## src/rtl/restoring_divider_module.sv

```systemverilog
// Sequential restoring divider: one quotient bit per clock via add-of-inverted-divisor trial subtraction.
// Optional macro DIVIDER_SIGNED_EN: two's-complement operands with an extra sign fix-up cycle.
module restoring_divider_module #(
    parameter int width = 4
) (
    input  logic             clk,
    input  logic             rst,
    input  logic             start,
    input  logic [width-1:0] dividend,
    input  logic [width-1:0] divisor,
    output logic [width-1:0] quotient,
    output logic [width-1:0] remainder,
    output logic             busy,
    output logic             done,
    output logic             dz
);
    localparam int CW = $clog2(width + 1);

    typedef enum logic [1:0] {
        IDLE = 2'd0,
        RUN  = 2'd1,
        FIX  = 2'd2,
        FIN  = 2'd3
    } state_t;

    state_t           state_r;
    logic [CW-1:0]    count_r;
    logic [width:0]   r_r;
    logic [width-1:0] q_r;
    logic [width-1:0] d_r;
    logic [width-1:0] dvd_r;
    logic [width-1:0] quotient_r;
    logic [width-1:0] remainder_r;
    logic             busy_r;
    logic             done_r;
    logic             dz_r;

    logic [width:0]   r_shift_s;
    logic [width+1:0] sum_s;
    logic             carry_s;
    logic [width:0]   r_next_s;
    logic [width-1:0] q_next_s;
    logic             unused_s;

`ifdef DIVIDER_SIGNED_EN
    logic             neg_q_r;
    logic             neg_r_r;

    function automatic logic [width-1:0] mag(input logic [width-1:0] v);
        if (v[width-1]) begin
            mag = ~v + {{(width-1){1'b0}}, 1'b1};
        end else begin
            mag = v;
        end
    endfunction

    function automatic logic [width-1:0] neg_if(input logic n, input logic [width-1:0] v);
        if (n) begin
            neg_if = ~v + {{(width-1){1'b0}}, 1'b1};
        end else begin
            neg_if = v;
        end
    endfunction
`endif

    // Partial remainder stays below the divisor, so its top bit never carries information
    assign unused_s = r_r[width];

    // Trial subtraction: carry-out of R_shifted + ~{0,D} + 1 is set when R_shifted >= D
    always_comb begin
        r_shift_s = {r_r[width-1:0], q_r[width-1]};
        sum_s     = {1'b0, r_shift_s} + {1'b0, ~{1'b0, d_r}} + {{(width+1){1'b0}}, 1'b1};
        carry_s   = sum_s[width+1];
        q_next_s  = {q_r[width-2:0], carry_s};
        if (carry_s) begin
            r_next_s = sum_s[width:0];
        end else begin
            r_next_s = r_shift_s;
        end
    end

    // Control FSM, datapath registers and registered results
    always_ff @(posedge clk) begin
        if (rst) begin
            state_r     <= IDLE;
            count_r     <= {CW{1'b0}};
            r_r         <= {(width+1){1'b0}};
            q_r         <= {width{1'b0}};
            d_r         <= {width{1'b0}};
            dvd_r       <= {width{1'b0}};
            quotient_r  <= {width{1'b0}};
            remainder_r <= {width{1'b0}};
            busy_r      <= 1'b0;
            done_r      <= 1'b0;
            dz_r        <= 1'b0;
`ifdef DIVIDER_SIGNED_EN
            neg_q_r     <= 1'b0;
            neg_r_r     <= 1'b0;
`endif
        end else begin
            done_r <= 1'b0;
            case (state_r)
                IDLE, FIN: begin
                    if (start) begin
                        r_r     <= {(width+1){1'b0}};
                        dvd_r   <= dividend;
                        count_r <= CW'(width);
                        busy_r  <= 1'b1;
                        state_r <= RUN;
`ifdef DIVIDER_SIGNED_EN
                        q_r     <= mag(dividend);
                        d_r     <= mag(divisor);
                        neg_q_r <= dividend[width-1] ^ divisor[width-1];
                        neg_r_r <= dividend[width-1];
`else
                        q_r     <= dividend;
                        d_r     <= divisor;
`endif
                    end else begin
                        state_r <= IDLE;
                    end
                end
                RUN: begin
                    if (d_r == {width{1'b0}}) begin
                        quotient_r  <= {width{1'b1}};
                        remainder_r <= dvd_r;
                        dz_r        <= 1'b1;
                        busy_r      <= 1'b0;
                        done_r      <= 1'b1;
                        state_r     <= FIN;
                    end else begin
                        r_r     <= r_next_s;
                        q_r     <= q_next_s;
                        count_r <= count_r - CW'(1);
                        if (count_r == CW'(1)) begin
`ifdef DIVIDER_SIGNED_EN
                            state_r     <= FIX;
`else
                            quotient_r  <= q_next_s;
                            remainder_r <= r_next_s[width-1:0];
                            dz_r        <= 1'b0;
                            busy_r      <= 1'b0;
                            done_r      <= 1'b1;
                            state_r     <= FIN;
`endif
                        end else begin
                            state_r <= RUN;
                        end
                    end
                end
                FIX: begin
`ifdef DIVIDER_SIGNED_EN
                    // Most-negative / -1 wraps naturally: magnitude 2^(w-1) negates to itself
                    quotient_r  <= neg_if(neg_q_r, q_r);
                    remainder_r <= neg_if(neg_r_r, r_r[width-1:0]);
                    dz_r        <= 1'b0;
                    busy_r      <= 1'b0;
                    done_r      <= 1'b1;
                    state_r     <= FIN;
`else
                    busy_r      <= 1'b0;
                    state_r     <= IDLE;
`endif
                end
                default: begin
                    busy_r  <= 1'b0;
                    state_r <= IDLE;
                end
            endcase
        end
    end

    assign quotient  = quotient_r;
    assign remainder = remainder_r;
    assign busy      = busy_r;
    assign done      = done_r;
    assign dz        = dz_r;

endmodule

```

## config.mk

```make
export PLATFORM = sky130hd
export DESIGN_NAME = restoring_divider_module
export DESIGN_NICKNAME = d
export VERILOG_FILES = /design/src/rtl/restoring_divider_module.sv
export SDC_FILE = /design/constraint.sdc
export NUM_CORES = 1
export LEC_CHECK = 0
export CORE_AREA = 2 2 67 69
export CTS_CLUSTER_DIAMETER = 80
export DETAILED_ROUTE_END_ITERATION = 8
export DIE_AREA = 0 0 69 71
export PLACE_DENSITY_LB_ADDON = 0.2
export SLEW_MARGIN = 0
export SYNTH_ARGS = -nofsm -noshare
export SYNTH_HDL_FRONTEND = slang
export SYNTH_SLANG_ARGS = --single-unit
```

## constraint.sdc

```tcl
create_clock -name clk -period 2.1 [get_ports clk]
set_input_delay 0.42 -clock clk [delete_from_list [all_inputs] [get_ports clk]]
set_output_delay 0.42 -clock clk [all_outputs]
set_load 0.05 [all_outputs]
```

### After elaboration in Yosys (flattened, before gate mapping)

Cells that the tools add are included.

* add/subtract/negate cells: 3
* equality and inequality tests: 7
* muxes and demuxes: 25
* bitwise gates (word level): 2
* reductions and logical operators: 10

Operator list (count)
* 4-bit two-way mux: 9
* 4-bit case mux with 2 select lines: 2
* 1-bit two-way mux: 7
* 5-bit by 5-bit adder with 6-bit output: 1
* 6-bit by 1-bit adder with 6-bit output (second input constant): 1
* 3-bit two-way mux: 2
* 2-bit case mux with 3 select lines: 1
* 3-bit case mux with 2 select lines: 1
* 2-bit AND reduction: 3
* 4-bit inverter with 5-bit output: 1
* 2-bit == test (second input constant): 2
* 4-bit logical NOT: 1
* 2-bit two-way mux: 2
* 2-bit != test (second input constant): 2
* 2-bit nonzero test: 2
* 2-bit OR reduction: 2
* 3-bit by 1-bit == test with 1-bit output (second input constant): 1
* 3-bit != test (second input constant): 1
* 1-bit case mux with 3 select lines: 1
* 3-bit AND reduction: 1
* 3-bit by 1-bit subtractor with 3-bit output (second input constant): 1
* 2-bit by 1-bit == test with 1-bit output (second input constant): 1
* 2-bit logical NOT: 1
* 1-bit inverter: 1

* register bits after elaboration: 32
* bits of input ports: 11
* output and inout bits: 11
* word-level logic and storage cells: 58

### Depth between registers and ports, before layout

* depth in word-level cells: 6
* depth in mapped cells: 8
* depth with buffers taken out: 8

### Worst setup path after synthesis

OpenSTA, ideal clock, no wires.

* kind: register to register
* start point: register d_r[2]
* end point: register r_r[2]
* setup time: 117 ps
* arrival time: 1684 ps
* data required time: 1983 ps
* slack: 299 ps
* stages on the path, launching flop included: 7
* buffers on the path: 0
* clock period less this slack: 1801 ps
* path through: dfxtp_1 inv_1 ha_1 o21ai_0 a21oi_1 or3_1 a32o_1

* word-level cells in the longest chain between the ends: 6
* elaborated cells between the ends (all ways): 9
* those cells by class: 2 x add/sub; 1 x eq/ne; 3 x mux; 1 x bitwise; 2 x reduce/logical

Ends and longest elaborated chain
* start: declaration: line 30 `logic [width-1:0] d_r;`
* start signal: assignment: line 89 `d_r <= {width{1'b0}};`
* start signal: assignment: line 117 `d_r <= divisor;`
* 4-bit inverter with 5-bit output: line 72 `sum_s = {1'b0, r_shift_s} + {1'b0, ~{1'b0, d_r}} + {{(width+1){1'b0}}, 1'b1};`
* 5-bit by 5-bit adder with 6-bit output: line 72
* 6-bit by 1-bit adder with 6-bit output: line 72
* 4-bit two-way mux: line 75 `if (carry_s) begin`
* 4-bit two-way mux: line 124 `if (d_r == {width{1'b0}}) begin`
* 4-bit case mux with 2 select lines: line 102 `case (state_r)`
* end signal: assignment: line 87 `r_r <= {(width+1){1'b0}};`
* end signal: assignment: line 105 `r_r <= {(width+1){1'b0}};`
* end signal: assignment: line 132 `r_r <= r_next_s;`
* end: declaration: line 28 `logic [width:0] r_r;`

Several ways; a longest one is shown, not always the timed one. The select of a mux whose other input is x is not followed.
A chain may end at the register's enable or synchronous reset.

### Final worst setup path

* start point: register d_r[0]
* end point: register r_r[1]

The elaborated chain is that of the path after synthesis.

==> flow_results.org <==
** Logic synthesis
- Number of standard cells after synthesis :: 186
- Top cell types by occurrence after synthesis :: sky130_fd_sc_hd__dfxtp_1, sky130_fd_sc_hd__nand2_1, sky130_fd_sc_hd__nor2_1
- For this run, the register share of the synthesized area comes to 39.0%.
- Asr flop ratio synth :: 0%
- Cell type contributing the most total cell area after synthesis :: sky130_fd_sc_hd__dfxtp_1
- Main flop type after synthesis :: sky130_fd_sc_hd__dfxtp_1
- The cell area that synthesis handed to floorplanning was 1640 sq um.
- The number of nets handed over by synthesis was 206.
- After synthesis, the largest area contributor takes up 39.0% of total cell area.
- During synthesis, Yosys emitted a total of 0 warnings.
- Mean cell area of the mapped netlist :: 8.83 sq um
- By instance count, the leading cell after synthesis is sky130_fd_sc_hd__dfxtp_1.
- Top cells by area, synth :: sky130_fd_sc_hd__dfxtp_1, sky130_fd_sc_hd__ha_1, sky130_fd_sc_hd__nand2_1
- Number of library cell types mapped by synthesis :: 51
- Count of flip-flops with a built-in enable after synthesis :: 0
- The synthesized design contains 32 register bits.

** Worst hold path
- Hold Crit Class :: flip-flop to flip-flop
- Number of cells on the worst hold path :: 2

** Finish
- The layout has 411 filler cells.
- N_diodes :: 0
- Combined flip-flop and latch cell area :: 642 sq um
- Layout area overhead :: 24.7%
- The net count of the finished layout is 236.
- The post-route netlist has 15.2% of its cells at a drive strength greater than 1.
- Area of the multi-input gates :: 911 sq um

** Power and ir drop
- PnR Total Power :: 1.63 mW
- VDD IR-drop max :: 0.000398 V
- Total power per unit cell area :: 798 nW/um^2
- The analysis attributes to cell leakage a power of 0.787 nW.

** Critical path
- Together, buffers and inverters on the worst path number 1.
- Measured in cells, the most critical reg-to-reg path has a length of 6.
- Worst Setup Start Kind :: flip-flop
- Crit path cell chain :: ha_1, inv_1, fa_1, a21boi_0, a311oi_1, o32ai_1
- Required time of the worst setup path :: 2.27 ns
- In this run the number of cells on the critical path is 6.
- STA classifies the critical path endpoint as a flip-flop.
- Of all nets on the critical path, the largest fanout is 5.
- By startpoint and endpoint, the worst setup path is classified as flip-flop to flip-flop.
- Arrival time worst endpoint :: 2.10 ns
- In this design, the stage delay of the slowest critical-path cell is 0.45 ns.
- The cell family contributing the most delay on the critical path is compound AO/OA/AOI/OAI gates.
- Crit-path slowest cell :: sky130_fd_sc_hd__dfxtp_1

** Timing
- The number of endpoints with negative hold slack in the final report is 0.
- Unrepaired setup endpoints after global routing :: no
- Timing would allow up to 518 MHz.
- Worst clock skew :: 0.00343 ns
- Fraction of the cycle the final worst path needs :: 91.9%
- In the final timing run, aggregate negative setup slack is 0 ns.
- Headroom to the max-slew limit came out at 66.6%.
- Transition time at the pin with the least slew margin :: 0.500 ns
- The count of pins over their slew limit is 0.
- On the final layout, the worst hold slack is 0.459 ns.
- Setup violations remaining at the end of the flow were counted as 0.
- The clock period could shrink to 1.93 ns.

** Die
- Die X :: 69 um
- Initial core utilization :: 39.1%
- In this run the count of I/O pins placed on the die edge is 22.
- In this run the vertical extent of the chip is 71 um.
- The floorplan has 24 rows.
- The total area inside the core boundary comes to 4200 sq um.
- The die covers 4900 sq um.

** Global routing
- The number of antenna violations at the first check in global routing is 0.
- Combined global-route utilization of all metal layers :: 18.1%
- After global routing the overflow that remains totals 0.
- The first global-routing pass estimated 6.98 mm of wire.
- The number of global-route vias before repair is 1481.
- Entering global routing, the biggest net connects 18 pins.

** Clocking
- Maximum number of buffers from clock root to sink :: 2
- Count of buffers added by post-CTS timing repair for setup :: 0
- Clock latency at the later pin of the worst-skew pair :: 0.29 ns
- CTS clock-pin slew for the worst setup and hold paths :: 0.07 ns
- The number of clock buffers added by TritonCTS is 5.
- TritonCTS built the clock tree.
- The number of gates resized after CTS was 0.
- Number of buffers inserted for hold repair after clock tree synthesis :: 0
- For this design, the sink count on the clock tree is 32.
- H-tree lvl count :: 2
- Clk root buf :: sky130_fd_sc_hd__clkbuf_8

** Drt
- Antenna viol nets, final :: 0
- Summed over all layers, the routed wires come to 4.16 mm.
- Ratio of routed vias to standard cells :: 5.46
- DRC violation count after routing :: 0
- Mean routed wirelength per cell :: 15.5 um
- First DRT Iteration DRCs :: 66
- Total vias in the final route :: 1470
- Count of TritonRoute iterations in the first routing pass :: 4

** Job
- Across the run, the number of max-cap violations was 0.

** Placed design
- The count of buffers added on input and output ports is 21.
- The HPWL after detailed placement is 3.17 mm.
- GPL Wtd Cong :: 0.803

** Outcome
- Outcome :: completed
## cell families (layout without fill, tap and decap cells)
family,Yosys count,count (layout),share of synthesized area [%]
XOR/XNOR,1,1,0.533
multiplexers,4,4,2.44
buffers and inverters,21,52,5.56
adder cells (fa/ha/maj),9,9,7.31
flip-flops,32,32,39.0
AO/OA/AOI/OAI,53,53,24.4
AND/OR/NAND/NOR,66,66,20.7
## flip-flops by register name, summed over array words and instances, names as in the netlist
signal     count
q_r            4
d_r            4
quotient       4
r_r            4
state_r        2
dz             1
count_r        3
done           1
remainder      4
dvd_r          4
busy           1
## layout make-up
| cell class | instances | area share, % |
|---|---|---|
| repair buffers | 32 | 14.3 |
| clock inverters | 2 | 0.489 |
| flip-flops and latches | 32 | 31.3 |
| inverters | 12 | 2.20 |
| clock buffers | 6 | 4.03 |
| well taps | 52 | 3.18 |
| multi-input cells | 133 | 44.5 |
## report_power, final
group	total, mW	internal, mW	switching [mW]
sequential	0.695	0.657	0.0383
combinational	0.440	0.176	0.263
clock	0.499	0.261	0.238
## worst register-to-register path, stage by stage (launching register included)
cell	delay (ns)
sky130_fd_sc_hd__dfxtp_1	0.45
sky130_fd_sc_hd__ha_1	0.21
sky130_fd_sc_hd__inv_1	0.05
sky130_fd_sc_hd__fa_1	0.45
sky130_fd_sc_hd__a21boi_0	0.15
sky130_fd_sc_hd__a311oi_1	0.39
sky130_fd_sc_hd__o32ai_1	0.12
## per-layer routing
layer | vias to the layer above | GRT usage, % | part of all wire, %
met5 | - | 0 | 0
met4 | 0 | 7.84 | 2.5
met3 | 11 | 3.56 | 4.3
met2 | 36 | 30.2 | 48
met1 | 694 | 22.8 | 46
li1 | 729 | - | -
## path summary, 6_finish.rpt
path	start	to	slack, ns
worst max register to register	d_r[0]	r_r[1]	0.17
worst min register to register	dvd_r[1]	dvd_r[1]	0.46
worst min-delay path	dvd_r[1]	dvd_r[1]	0.46
worst max-delay path	d_r[0]	r_r[1]	0.17
## placed cells by master (no fill, tap or decap), types with 2 or more instances in the layout
cell                              synthesis  routed
sky130_fd_sc_hd__nand2_1                 23      23
sky130_fd_sc_hd__a31oi_1                  4       4
sky130_fd_sc_hd__dfxtp_1                 32      31
sky130_fd_sc_hd__buf_4                    0      11
sky130_fd_sc_hd__nand3_1                  4       4
sky130_fd_sc_hd__a21o_1                   3       3
sky130_fd_sc_hd__and4b_1                  2       2
sky130_fd_sc_hd__a311oi_1                 2       2
sky130_fd_sc_hd__a21oi_1                 13      13
sky130_fd_sc_hd__nor2_1                  19      19
sky130_fd_sc_hd__ha_1                     8       8
sky130_fd_sc_hd__clkdlybuf4s50_1          0      21
sky130_fd_sc_hd__o21ai_1                  4       4
sky130_fd_sc_hd__nor2b_1                  2       2
sky130_fd_sc_hd__mux2i_1                  4       4
sky130_fd_sc_hd__inv_1                   12      12
sky130_fd_sc_hd__o21ai_0                  4       4
sky130_fd_sc_hd__o22ai_1                  3       3
sky130_fd_sc_hd__clkinv_2                 0       2
sky130_fd_sc_hd__nor3b_1                  2       2
sky130_fd_sc_hd__o32ai_1                  2       2
sky130_fd_sc_hd__clkbuf_8                 0       6
sky130_fd_sc_hd__or3_1                    2       2
sky130_fd_sc_hd__a211oi_2                 4       4
sky130_fd_sc_hd__and4_1                   2       2
## metrics by stage
step / cell area [sq um] / std cells / worst slack [ns] / utilization (%)
after global placement: 1950 / 261 / 0.203 / 46.5
after detailed placement: 1950 / 261 / 0.152 / 46.5
after global routing: 2050 / 269 / 0.0567 / 48.7
after CTS: 2050 / 269 / 0.141 / 48.7
after floorplan: 1640 / 186 / 0.299 / -
final: 2050 / 269 / 0.170 / 48.7
No activity file was read; power rests on OpenSTA's default activity.
